<file path="config.mk">
export PLATFORM = sky130hd
export DESIGN_NAME = joy_test_monitor
export DESIGN_NICKNAME = d
export VERILOG_FILES = /design/src/rtl/joy_test_monitor.sv
export SDC_FILE = /design/constraint.sdc
export NUM_CORES = 1
export LEC_CHECK = 0
export BUFFER_PORTS_ARGS = -buffer_cell sky130_fd_sc_hd__buf_4
export CAP_MARGIN = 40
export CORE_MARGIN = 3
export CORE_UTILIZATION = 35
export CTS_CLUSTER_DIAMETER = 200
export CTS_CLUSTER_SIZE = 20
export DETAILED_ROUTE_END_ITERATION = 6
export PLACE_DENSITY_LB_ADDON = 0.2
export SLEW_MARGIN = 30
export SYNTH_ARGS = -nofsm -noshare
export SYNTH_HDL_FRONTEND = slang
export SYNTH_SLANG_ARGS = --single-unit
</file>
<file path="constraint.sdc">
create_clock -name clk -period 14 [get_ports clk]
set_input_delay 0.7 -clock clk [delete_from_list [all_inputs] [get_ports clk]]
set_output_delay 0.7 -clock clk [all_outputs]
set_load 0.005 [all_outputs]
</file>
<file path="src/rtl/joy_test_monitor.sv">
// Joystick capture for the board test screen: sync, debounce, seen history,
// per-channel done flags, saturating press counters and a user-button mode toggle.
module joy_test_monitor #(
  parameter int              NJOY       = 2,
  parameter int              JW         = 16,
  parameter int              DEB_CYCLES = 7000,
  parameter int              CNTW       = 8,
  parameter logic [JW-1:0]   DONE_MASK  = 16'h0FFF
) (
  input  logic                 clk,
  input  logic                 rst,
  input  logic [NJOY*JW-1:0]   joy_in,
  input  logic                 btn_user,
  input  logic                 clear,
  output logic [NJOY*JW-1:0]   joy_stable,
  output logic [NJOY*JW-1:0]   joy_seen,
  output logic [NJOY-1:0]      joy_done,
  output logic [NJOY*CNTW-1:0] press_count,
  output logic                 mode,
  output logic                 sample_tick
);

  localparam int NB = NJOY * JW;
  localparam int CW = (DEB_CYCLES > 1) ? $clog2(DEB_CYCLES) : 1;
  localparam int PW = $clog2(JW + 1);
  localparam int SW = CNTW + PW;
  localparam logic [CNTW-1:0] CMAX = {CNTW{1'b1}};

  function automatic logic [PW-1:0] popcount(input logic [JW-1:0] v);
    logic [PW-1:0] n;
    n = {PW{1'b0}};
    for (int i = 0; i < JW; i++) begin
      n = n + PW'(v[i]);
    end
    return n;
  endfunction

  // The user button rides along as the top bit so it shares sync and debounce.
  logic [NB:0]          raw_s;
  logic [NB:0]          meta_r;
  logic [NB:0]          sync_r;
  logic [NB:0]          hist0_r;
  logic [NB:0]          hist1_r;
  logic [NB:0]          hist2_r;
  logic [NB:0]          stable_r;
  logic [NB:0]          stable_d_r;
  logic [NB:0]          rise_s;
  logic [NB:0]          all_one_s;
  logic [NB:0]          all_zero_s;
  logic [CW-1:0]        cnt_r;
  logic                 tick_r;
  logic [NB-1:0]        seen_r;
  logic [NJOY-1:0]      done_r;
  logic [NJOY*CNTW-1:0] count_r;
  logic [NJOY*CNTW-1:0] count_next_s;
  logic                 mode_r;

  assign raw_s      = {btn_user, joy_in};
  assign all_one_s  = hist0_r & hist1_r & hist2_r;
  assign all_zero_s = ~(hist0_r | hist1_r | hist2_r);
  assign rise_s     = stable_r & ~stable_d_r;

  // Two-flop synchronisers, debounce prescaler and 3-sample histories.
  always_ff @(posedge clk or posedge rst) begin
    if (rst) begin
      meta_r     <= {(NB+1){1'b0}};
      sync_r     <= {(NB+1){1'b0}};
      hist0_r    <= {(NB+1){1'b0}};
      hist1_r    <= {(NB+1){1'b0}};
      hist2_r    <= {(NB+1){1'b0}};
      stable_r   <= {(NB+1){1'b0}};
      stable_d_r <= {(NB+1){1'b0}};
      cnt_r      <= {CW{1'b0}};
      tick_r     <= 1'b0;
    end else begin
      meta_r     <= raw_s;
      sync_r     <= meta_r;
      stable_d_r <= stable_r;
      stable_r   <= all_one_s | (stable_r & ~all_zero_s);
      if (cnt_r == CW'(DEB_CYCLES - 1)) begin
        cnt_r  <= {CW{1'b0}};
        tick_r <= 1'b1;
      end else begin
        cnt_r  <= cnt_r + CW'(1);
        tick_r <= 1'b0;
      end
      if (tick_r) begin
        hist2_r <= hist1_r;
        hist1_r <= hist0_r;
        hist0_r <= sync_r;
      end
    end
  end

  // Saturating add of this cycle's rising edges to each channel counter.
  always_comb begin
    count_next_s = count_r;
    for (int j = 0; j < NJOY; j++) begin
      logic [SW-1:0] sum_v;
      sum_v = {{PW{1'b0}}, count_r[j*CNTW +: CNTW]} +
              {{CNTW{1'b0}}, popcount(rise_s[j*JW +: JW])};
      if (sum_v > {{PW{1'b0}}, CMAX}) begin
        count_next_s[j*CNTW +: CNTW] = CMAX;
      end else begin
        count_next_s[j*CNTW +: CNTW] = sum_v[CNTW-1:0];
      end
    end
  end

  // Seen history, counters, done flags and mode; clear overrides same-cycle rises.
  always_ff @(posedge clk or posedge rst) begin
    if (rst) begin
      seen_r  <= {NB{1'b0}};
      count_r <= {(NJOY*CNTW){1'b0}};
      done_r  <= {NJOY{1'b0}};
      mode_r  <= 1'b0;
    end else begin
      if (clear) begin
        seen_r  <= {NB{1'b0}};
        count_r <= {(NJOY*CNTW){1'b0}};
      end else begin
        seen_r  <= seen_r | rise_s[NB-1:0];
        count_r <= count_next_s;
      end
      for (int j = 0; j < NJOY; j++) begin
        done_r[j] <= ((seen_r[j*JW +: JW] & DONE_MASK) == DONE_MASK);
      end
      if (rise_s[NB]) begin
        mode_r <= ~mode_r;
      end else begin
        mode_r <= mode_r;
      end
    end
  end

  assign joy_stable  = stable_r[NB-1:0];
  assign joy_seen    = seen_r;
  assign joy_done    = done_r;
  assign press_count = count_r;
  assign mode        = mode_r;
  assign sample_tick = tick_r;

endmodule

</file>
==> results.sh, run 1 <==
export IMPL_area_delta_synth_final_pct=14.7
export IMPL_outcome="finished, final reports clean"
export IMPL_final_max_slew_viol_count=0
export IMPL_clock_power_share=0.372
export IMPL_fin_crit_sh=0.307
export IMPL_hold_viol=0
export IMPL_yosysWarnings=0
export IMPL_ios=120
export IMPL_netlist_area_sq_mm=0.0115
export IMPL_first_pass_iters=4
export IMPL_synth_cell_type_count=49
export IMPL_crit_start="stable_r[30]"
export IMPL_drc=0
export IMPL_synth_most_common_cell="dfrtp_1"
export IMPL_rows=65
export IMPL_core_area_sq_mm=0.0320
export IMPL_r2r_cells=13
export IMPL_synth_common_cells="296 x dfrtp_1, 104 x o21ai_0, 97 x inv_1"
export IMPL_dp_slack_ps=9710
export IMPL_setup_viol=0
export IMPL_fmax_mhz=232
export IMPL_netlist_instances=915
export IMPL_p_switching_mw=0.291
export IMPL_utilization=0.413
export IMPL_swShare=0.204
export IMPL_numClockSinks=296
export IMPL_cp_arrival_ps=4700
export IMPL_path_class="flop to flop"
export IMPL_p_total_mw=1.42
export IMPL_port_buffer_count=119
export IMPL_clk_pin_slew_ps=90
export IMPL_p_comb_frac=0.020
export IMPL_post_cts_buffers=0
export IMPL_antenna_cells=0
export IMPL_first_global_vias=6537
export IMPL_pwr_share_seq=0.608
export IMPL_powerDensity_mw_per_mm2=108
export IMPL_vias_per_cell=4.52
export IMPL_ys_seq_area_frac=0.644
export IMPL_cts_buffers=18
export IMPL_ys_flop_type="dfrtp_1"
export IMPL_hold_path_class="primary input to asynchronous set/reset pin"
export IMPL_final_nets=1082
export IMPL_max_cap_violations=0
export IMPL_syn_avg_cell_area_sq_um=12.6
export IMPL_avgRoutedWirePerCell_um=14.9
export IMPL_timing_hold_ws_ps=191
export IMPL_setup_tns_ps=0
export IMPL_h_tree_depth=1
export IMPL_p_leak_nw=6.29
export IMPL_synth_nets=992
export IMPL_grtUsageTotal=0.124
export IMPL_dpl_cell_area_sq_mm=0.0127
export IMPL_clock_path_buffers=3
export IMPL_root_buffer="clkbuf_16"
export IMPL_yosys_area_top_type_share=0.644
export IMPL_cts_hold_buf=0
export IMPL_dr_total_vias=6510
export IMPL_start_kind="flop"
export IMPL_design_area_sq_mm=0.0132
export IMPL_drt_iter0_drc=342
export IMPL_dp_cells=1420
export IMPL_cts_tree="done"
export IMPL_wl_mm=21.4
export IMPL_post_route_min_period_ps=4300
export IMPL_grt_pass1_wl_mm=35.7
export IMPL_max_slew_margin=0.487
export IMPL_vdd_drop_max_mv=0.0596
export IMPL_instances_no_fill=1441
export IMPL_synth_edf_count=0
export IMPL_worstSetupEndpointType="flop"
export IMPL_overflow=0
export IMPL_drtAntennaViolNets=0
export IMPL_die_y_um=187
export IMPL_dieArea_sq_mm=0.0351
export IMPL_skew_ps=11.8
export IMPL_synth_seq_cells=296
export IMPL_antenna_found_initial=0
export IMPL_final_layout_size_suffix_gt1_frac=0.214
export IMPL_layout_setup_ws_ps=9700
export IMPL_rsz0062_at_grt="no"
export IMPL_place_congestion=0.756
export IMPL_die_w_um=187
export IMPL_cts_resized=0
export IMPL_clk_latency_ps=500
export IMPL_dp_hpwl_mm=14.9
export IMPL_async_reset_ff_frac=1.00
export IMPL_initial_core_util=0.360
export IMPL_required_ps=14390
export IMPL_cellInternalPower_mw=1.13
export IMPL_timing_rr_start="stable_r[30]"
export IMPL_worstMarginPinSlew_ps=770
export IMPL_synth_area_leader_cell="dfrtp_1"
export IMPL_grt_max_degree=88
export IMPL_synth_area_leaders="dfrtp_1 64%, mux2_2 6.5%, o21ai_0 4.5%, fa_1 4.2%, inv_1 3.2%"
export IMPL_path_max_fanout=5
[per-layer routing]
metal,part of all wire,track usage
met4,0.011,0.0227
met3,0.045,0.0229
met1,0.52,0.195
met5,0,0
met2,0.43,0.178
[state kept, by name (all words and copies together), names as in the netlist, 32 cells and up]
name        count
stable_r       33
hist1_r        33
hist0_r        33
stable_d_r     33
joy_seen       32
hist2_r        33
meta_r         33
sync_r         33
[worst max-delay path: stages (launching register included)]
cell and delay, ps:
dfrtp_1 410, nor2b_1 170, fa_1 540, inv_1 60
fa_1 490, fa_1 430, fa_1 510, fa_1 190
inv_1 60, fa_1 420, a211oi_1 260, o21ai_1 170
a22o_1 230, a211o_1 260
[cells in the final DEF (no fill, tap or decap), types with 2 or more instances in the layout]
| cell type | n |
|---|---|
| dfrtp_1 | 295 |
| buf_4 | 120 |
| o21ai_0 | 104 |
| inv_1 | 96 |
| a21oi_1 | 69 |
| mux2_2 | 66 |
| nand2_1 | 41 |
| nand2b_1 | 29 |
| nor2_1 | 28 |
| fa_1 | 24 |
| clkbuf_16 | 19 |
| ha_1 | 17 |
| nor2b_1 | 12 |
| nand3_1 | 10 |
| nand4_1 | 10 |
| xor2_1 | 8 |
| a211oi_1 | 4 |
| nor3_1 | 4 |
| xnor2_1 | 4 |
| and3_1 | 3 |
| nor4_1 | 3 |
| and4_1 | 2 |
| o2111ai_1 | 2 |
| a21o_1 | 2 |
| o21a_1 | 2 |
| or4b_1 | 2 |
| o31ai_1 | 2 |
| mux2i_1 | 2 |
| buf_6 | 2 |
[cell families after synthesis]
group | synth area share
AOI/OAI and AO/OA | 0.0923
xor gates and xnor gates | 0.00913
adders and majority gates | 0.0602
buffers and inverters | 0.0600
DFF | 0.644
muxes | 0.0663
and+or+nand+nor | 0.0683
[power by group through the flow]
stage / logic, mW / clock network [mW] / registers [mW]
6_report: 0.0284 / 0.529 / 0.866
3_3_place_gp: 0.0291 / 0 / 0.883
2_1_floorplan: 0.0148 / 0 / 0.883
4_1_cts: 0.0304 / 0.559 / 0.866
5_1_grt: 0.0335 / 0.590 / 0.867
3_5_place_dp: 0.0305 / 0 / 0.883
[layout make-up]
type,instances,area (sq um)
well taps,435,544
repair buffers,123,951
clock buffers,20,479
inverters,97,372
clock inverters,1,30.0
fillers,3031,18800
flip-flops and latches,296,7410
multi-input cells,469,3410
[worst paths after layout]
| check | endpoint | slack, ps |
|---|---|---|
| worst max-delay path | press_count[13] | 9700 |
| worst min-delay path | meta_r[3] | 190 |
| worst max register to register | press_count[13] | 9700 |
| worst min register to register | sync_r[10] | 350 |
| max in group asynchronous | sync_r[16] | 12300 |
| min in group clk | meta_r[8] | 300 |
No activity file was read; power rests on OpenSTA's default activity.
==> run 2, diff against run 1 <==
ABC_AREA = 1   (was not set)
clock period = 4.3 ns   (was 14 ns; I/O delays follow)
==> run 2 against run 1 <==
Effect of this change: maximum frequency grew 6.2%; core utilization grew 0.89 points; register-to-register slack lost 9500 ps; via count grew 8.0%; die area grew 1.5%; combinational power grew to 4.1 times the previous value; largest power group unchanged; design area grew 4.5%; highest routed layer unchanged; sequential power grew to 3.3 times the previous value.
==> results.sh, run 2 <==
export IMPL_clk_latency_ps=500
export IMPL_yosysWarnings=0
export IMPL_die_y_um=189
export IMPL_path_class="flop to flop"
export IMPL_gr_usage_met1=0.192
export IMPL_r2r_end="press_count[7]"
export IMPL_drt_iter0_drc=393
export IMPL_fin_crit_sh=0.943
export IMPL_final_max_slew_viol_count=0
export IMPL_p_comb_frac=0.025
export IMPL_design_area_sq_mm=0.0138
export IMPL_vias_per_cell=4.33
export IMPL_yosys_area_top_type_share=0.634
export IMPL_antenna_found_initial=0
export IMPL_grt_pass1_wl_mm=36.7
export IMPL_synth_nets=1131
export IMPL_nFillCells=3137
export IMPL_max_cap_violations=0
export IMPL_setup_tns_ps=0
export IMPL_start_kind="flop"
export IMPL_outcome="finished, final reports clean"
export IMPL_root_buffer="clkbuf_16"
export IMPL_path_max_fanout=5
export IMPL_ys_seq_area_frac=0.634
export IMPL_p_leak_nw=6.70
export IMPL_synth_seq_cells=296
export IMPL_grtUsageTotal=0.124
export IMPL_powerDensity_mw_per_mm2=338
export IMPL_synth_common_cells="296 x dfrtp_1, 163 x inv_1, 100 x nand2_1"
export IMPL_antenna_cells=0
export IMPL_crit_start="stable_r[8]"
export IMPL_drc=0
export IMPL_dr_total_vias=7032
export IMPL_synth_most_common_cell="dfrtp_1"
export IMPL_h_tree_depth=1
export IMPL_synth_cell_type_count=30
export IMPL_synth_area_leaders="dfrtp_1 63%, inv_1 5.2%, a21oi_1 4.2%, fa_1 4.1%, nand2_1 3.2%"
export IMPL_drtAntennaViolNets=0
export IMPL_p_total_mw=4.67
export IMPL_cp_arrival_ps=4450
export IMPL_vdd_drop_max_mv=0.227
export IMPL_dieArea_sq_mm=0.0356
export IMPL_grt_max_degree=132
export IMPL_area_delta_synth_final_pct=18.1
export IMPL_final_layout_size_suffix_gt1_frac=0.190
export IMPL_cellInternalPower_mw=3.71
export IMPL_dpl_cell_area_sq_mm=0.0129
export IMPL_first_global_vias=6886
export IMPL_fmax_mhz=247
export IMPL_die_w_um=189
export IMPL_swShare=0.205
export IMPL_clock_path_buffers=3
export IMPL_final_nets=1258
export IMPL_max_slew_margin=0.476
export IMPL_cts_buffers=18
export IMPL_setup_viol=0
export IMPL_syn_avg_cell_area_sq_um=11.1
export IMPL_worstSetupEndpointType="flop"
export IMPL_ff2ff_setup_slack_ps=250
export IMPL_cts_tree="done"
export IMPL_rows=66
export IMPL_final_common_cell="dfrtp_1"
export IMPL_synth_area_leader_cell="dfrtp_1"
export IMPL_first_pass_iters=5
export IMPL_port_buffer_count=119
export IMPL_met3_usage=0.0162
export IMPL_hold_viol=0
export IMPL_ys_flop_type="dfrtp_1"
export IMPL_core_area_sq_mm=0.0327
export IMPL_async_reset_ff_frac=1.00
export IMPL_ios=120
export IMPL_wl_mm=21.7
export IMPL_clk_pin_slew_ps=80
export IMPL_netlist_area_sq_mm=0.0117
export IMPL_synth_edf_count=0
export IMPL_p_switching_mw=0.955
export IMPL_pwr_share_seq=0.604
export IMPL_post_route_min_period_ps=4050
export IMPL_hold_path_class="primary input to flop"
export IMPL_avgRoutedWirePerCell_um=13.3
export IMPL_grt_use_met2=0.188
export IMPL_worstMarginPinSlew_ps=786
export IMPL_r2r_cells=19
export IMPL_overflow=0
export IMPL_place_congestion=0.790
export IMPL_min_delay_start="clear"
export IMPL_grt_busiest_layer="met1"
export IMPL_crit_path_end="press_count[7]"
export IMPL_timing_rr_start="stable_r[8]"
export IMPL_mostFrequentLayoutCells="295 x dfrtp_1, 159 x inv_1, 123 x buf_4"
export IMPL_rsz0062_at_grt="no"
export IMPL_initial_core_util=0.357
export IMPL_required_ps=4690
export IMPL_numClockSinks=296
export IMPL_clock_power_share=0.370
export IMPL_netlist_instances=1054
export IMPL_dp_hpwl_mm=15.3
export IMPL_skew_ps=15.8
[run 2: cell types whose count changed after synthesis, sizes merged, moves of 4 or more]
cell,delta
inv,+67
nand2,+61
o21ai,-59
nor2,+47
nand3,+44
nor3,+35
mux2,-34
nand2b,-29
a21oi,+28
or2,+25
nor2b,-12
buf,+10
clkbuf,-8
a211oi,-4
[run 2: power groups by stage]
stage          Sequential (mW)  Clock, mW  Combinational, mW
2_1_floorplan             2.87          0             0.0468
3_3_place_gp              2.88          0             0.0972
3_5_place_dp              2.88          0             0.0974
4_1_cts                   2.82       1.82              0.122
5_1_grt                   2.82       1.91              0.136
6_report                  2.82       1.73              0.117
[run 2: how the worst min path moves through the flow]
stage	to	slack, ps	depth (start not counted)
finish	joy_seen[15]	150	2
global route	joy_seen[26]	170	2
CTS	joy_seen[26]	140	2
detailed placement	mode	150	2
global placement	mode	150	2
floorplan	meta_r[0]	250	0
[run 2: cell families after synthesis]
logic type | count (synthesis) | synth area share
compound gates | 146 | 0.0635
fa+ha+maj | 41 | 0.0593
xor+xnor | 12 | 0.00900
simple gates | 308 | 0.120
mux | 32 | 0.0309
buf+inv | 219 | 0.0832
flops | 296 | 0.634
[run 2: timing repair]
| item | CTS | global route |
|---|---|---|
| buffers inserted | 0 | 3 |
| setup endpoints to repair | 0 | 15 |
| hold buffers | 34 | 0 |
| endpoints found under the hold margin | 36 | 0 |
| resized for setup | 0 | 13 |
[run 2: layer usage]
| metal | part of all wire | vias up |
|---|---|---|
| met5 | 0 | - |
| met4 | 0.017 | 0 |
| met3 | 0.033 | 27 |
| met2 | 0.43 | 102 |
| met1 | 0.52 | 3350 |
| li1 | - | 3553 |
[run 2: metrics by stage]
step | hold WS (ps) | cells | setup WS (ps) | utilization
after detailed placement | 154 | 1565 | 75.2 | 0.394
after global placement | 149 | 1564 | 152 | 0.393
after global routing | 172 | 1624 | 13.2 | 0.422
after floorplan | 246 | 1054 | 154 | -
after CTS | 141 | 1620 | 70.2 | 0.420
final | 154 | 1624 | 246 | 0.422
[run 2: layout make-up]
cell class	instances	area, sq um	area share
flip-flops and latches	296	7410	0.537
multi-input cells	539	3320	0.241
repair buffers	162	1380	0.100
inverters	164	619	0.0449
well taps	442	553	0.0401
clock buffers	20	479	0.0347
clock inverters	1	30.0	0.00218
[run 2: critical path, stage by stage (launching register included)]
cell	delay (ps)
dfrtp_1	350
inv_1	60
or2_2	300
fa_1	540
inv_1	50
fa_1	470
inv_1	50
fa_1	460
fa_1	540
fa_2	200
inv_2	40
fa_2	340
nand2_1	80
nand2_1	70
nand3_1	80
nand2_1	80
inv_2	100
nand3_1	70
nand2_1	60
inv_1	40
==> run 3, diff against run 2 <==
clock period = 3.5 ns   (was 4.3 ns; I/O delays follow)
==> run 3 against run 2 <==
Effect of this change: the run now ends with negative setup slack left; first-iteration DRC count shrank 26%; maximum frequency grew 2.1%; design area grew 5.7%; non-clock buffer count grew 85; global-route usage grew 0.26 points; core utilization grew 2.4 points; cell count grew 5.2%; hold slack lost 19 ps; sequential power grew 23%; critical path type unchanged; largest power group unchanged.
==> results.sh, run 3 (same netlist as run 2, synthesis figures left out) <==
export IMPL_rows=66
export IMPL_first_global_vias=7174
export IMPL_root_buffer="clkbuf_16"
export IMPL_p_leak_nw=7.16
export IMPL_die_w_um=189
export IMPL_worstSetupEndpointType="flop"
export IMPL_cts_buffers=18
export IMPL_area_delta_synth_final_pct=24.8
export IMPL_max_stage_delay_ps=560
export IMPL_violations="negative setup slack"
export IMPL_design_area_sq_mm=0.0146
export IMPL_h_tree_depth=1
export IMPL_clock_path_buffers=3
export IMPL_dp_hpwl_mm=14.9
export IMPL_fin_crit_sh=1.13
export IMPL_drc=0
export IMPL_powerDensity_mw_per_mm2=393
export IMPL_grt_pass1_wl_mm=37.5
export IMPL_dr_total_vias=7338
export IMPL_rsz0062_at_grt="yes"
export IMPL_fmax_mhz=252
export IMPL_clk_latency_ps=500
export IMPL_path_class="flop to flop"
export IMPL_path_max_fanout=5
export IMPL_p_switching_mw=1.17
export IMPL_vdd_drop_max_mv=0.316
export IMPL_mostFrequentLayoutCells="295 x dfrtp_1, 198 x buf_4, 154 x inv_1"
export IMPL_initial_core_util=0.357
export IMPL_core_area_sq_mm=0.0327
export IMPL_critPathBufInv=6
export IMPL_timing_hold_ws_ps=135
export IMPL_pwr_share_seq=0.604
export IMPL_clk_pin_slew_ps=80
export IMPL_slowest_stage="fa_1"
export IMPL_skew_ps=7.86
export IMPL_drt_iter0_drc=292
export IMPL_p_total_mw=5.73
export IMPL_vias_per_cell=4.29
export IMPL_worstMarginPinSlew_ps=521
export IMPL_final_nets=1343
export IMPL_first_pass_iters=4
export IMPL_swShare=0.205
export IMPL_port_buffer_count=119
export IMPL_antenna_found_initial=0
export IMPL_overflow=0
export IMPL_dpl_cell_area_sq_mm=0.0133
export IMPL_cp_top_family="adder cells"
export IMPL_hold_path_class="primary input to flop"
export IMPL_max_slew_margin=0.652
export IMPL_hold_viol=0
export IMPL_ios=120
export IMPL_final_common_cell="dfrtp_1"
export IMPL_wl_mm=22.4
export IMPL_antenna_cells=0
export IMPL_outcome="finished with violations"
export IMPL_utilization=0.446
export IMPL_layout_setup_ws_ps=-470
export IMPL_path_cells="inv_2 > or2_4 > fa_1 > inv_2 > fa_1 > inv_2 > fa_1 > fa_1 > fa_2 > inv_2 > fa_2 > nand2_2 > nand2_2 > nand3_2 > nand2_4 > inv_6 > nand3_2 > nand2_1 > inv_1"
export IMPL_required_ps=3900
export IMPL_grtUsageTotal=0.127
export IMPL_start_kind="flop"
export IMPL_max_cap_violations=0
export IMPL_place_congestion=0.769
export IMPL_cts_tree="done"
export IMPL_setup_viol=17
export IMPL_final_layout_size_suffix_gt1_frac=0.269
export IMPL_numClockSinks=296
export IMPL_p_comb_frac=0.026
export IMPL_final_max_slew_viol_count=0
export IMPL_cellInternalPower_mw=4.56
export IMPL_die_y_um=189
export IMPL_dieArea_sq_mm=0.0356
export IMPL_avgRoutedWirePerCell_um=13.1
export IMPL_grt_max_degree=172
export IMPL_drtAntennaViolNets=0
export IMPL_post_route_min_period_ps=3970
export IMPL_clock_power_share=0.370
export IMPL_cp_arrival_ps=4370
-- run 3: worst reg2reg max path, stage by stage, from the launching register on --
cell and delay, ps:
dfrtp_1 360, inv_2 40, or2_4 230, fa_1 560, inv_2 40, fa_1 500, inv_2 40, fa_1 450
fa_1 510, fa_2 200, inv_2 50, fa_2 370, nand2_2 80, nand2_2 60, nand3_2 80, nand2_4 70
inv_6 90, nand3_2 50, nand2_1 50, inv_1 40
-- run 3: timing repair --
action | in CTS | in global routing
endpoints found under the setup margin | 16 | 17
endpoints found under the hold margin | 42 | 0
setup buffers | 31 | 5
gates resized for setup | 11 | 35
pin swaps | 17 | 7
hold buffers | 34 | 0
-- run 3: worst paths after layout --
check	cells after the start	slack, ps	start	to
min reg2reg	0	350	meta_r[5]	sync_r[5]
min in group asynchronous	3	210	rst	hist2_r[30]
min	2	130	clear	joy_seen[10]
max in group asynchronous	5	2090	rst	sample_tick
max	19	-470	stable_r[8]	press_count[7]
max reg2reg	19	-470	stable_r[8]	press_count[7]
-- run 3: metal layers --
layer  vias to the layer above  routed length (um)  part of all wire  GRT usage
met5                         -                   0                 0          0
met4                         0                 534             0.024     0.0358
met3                        36                 858             0.038     0.0199
met2                       109                9900              0.44      0.189
met1                      3474               11100              0.50      0.193
li1                       3719                   -                 -          -
-- run 3: layout make-up --
cell class / count / area, sq um
Clock inverter: 1 / 30.0
Tap cell: 442 / 553
Multi-Input combinational cell: 539 / 3440
Fill cell: 3123 / 18100
Timing Repair Buffer: 247 / 2040
Clock buffer: 20 / 479
Sequential cell: 296 / 7410
Inverter: 164 / 629
-- run 3: stage by stage --
step / std cells / setup WS, ps / setup TNS [ps]
after floorplan: 1054 / -606 / -184310
after CTS: 1704 / -493 / -7260
final: 1709 / -470 / -6900
after detailed placement: 1618 / -605 / -7870
after global routing: 1709 / -646 / -9300
after global placement: 1618 / -515 / -6860
-- run 3: power groups by stage --
stage,clock network (mW),logic [mW],registers [mW]
final,2.12,0.147,3.46
after global routing,2.35,0.168,3.47
after CTS,2.23,0.150,3.47
after detailed placement,0,0.121,3.53
after global placement,0,0.120,3.53
after floorplan,0,0.0576,3.53
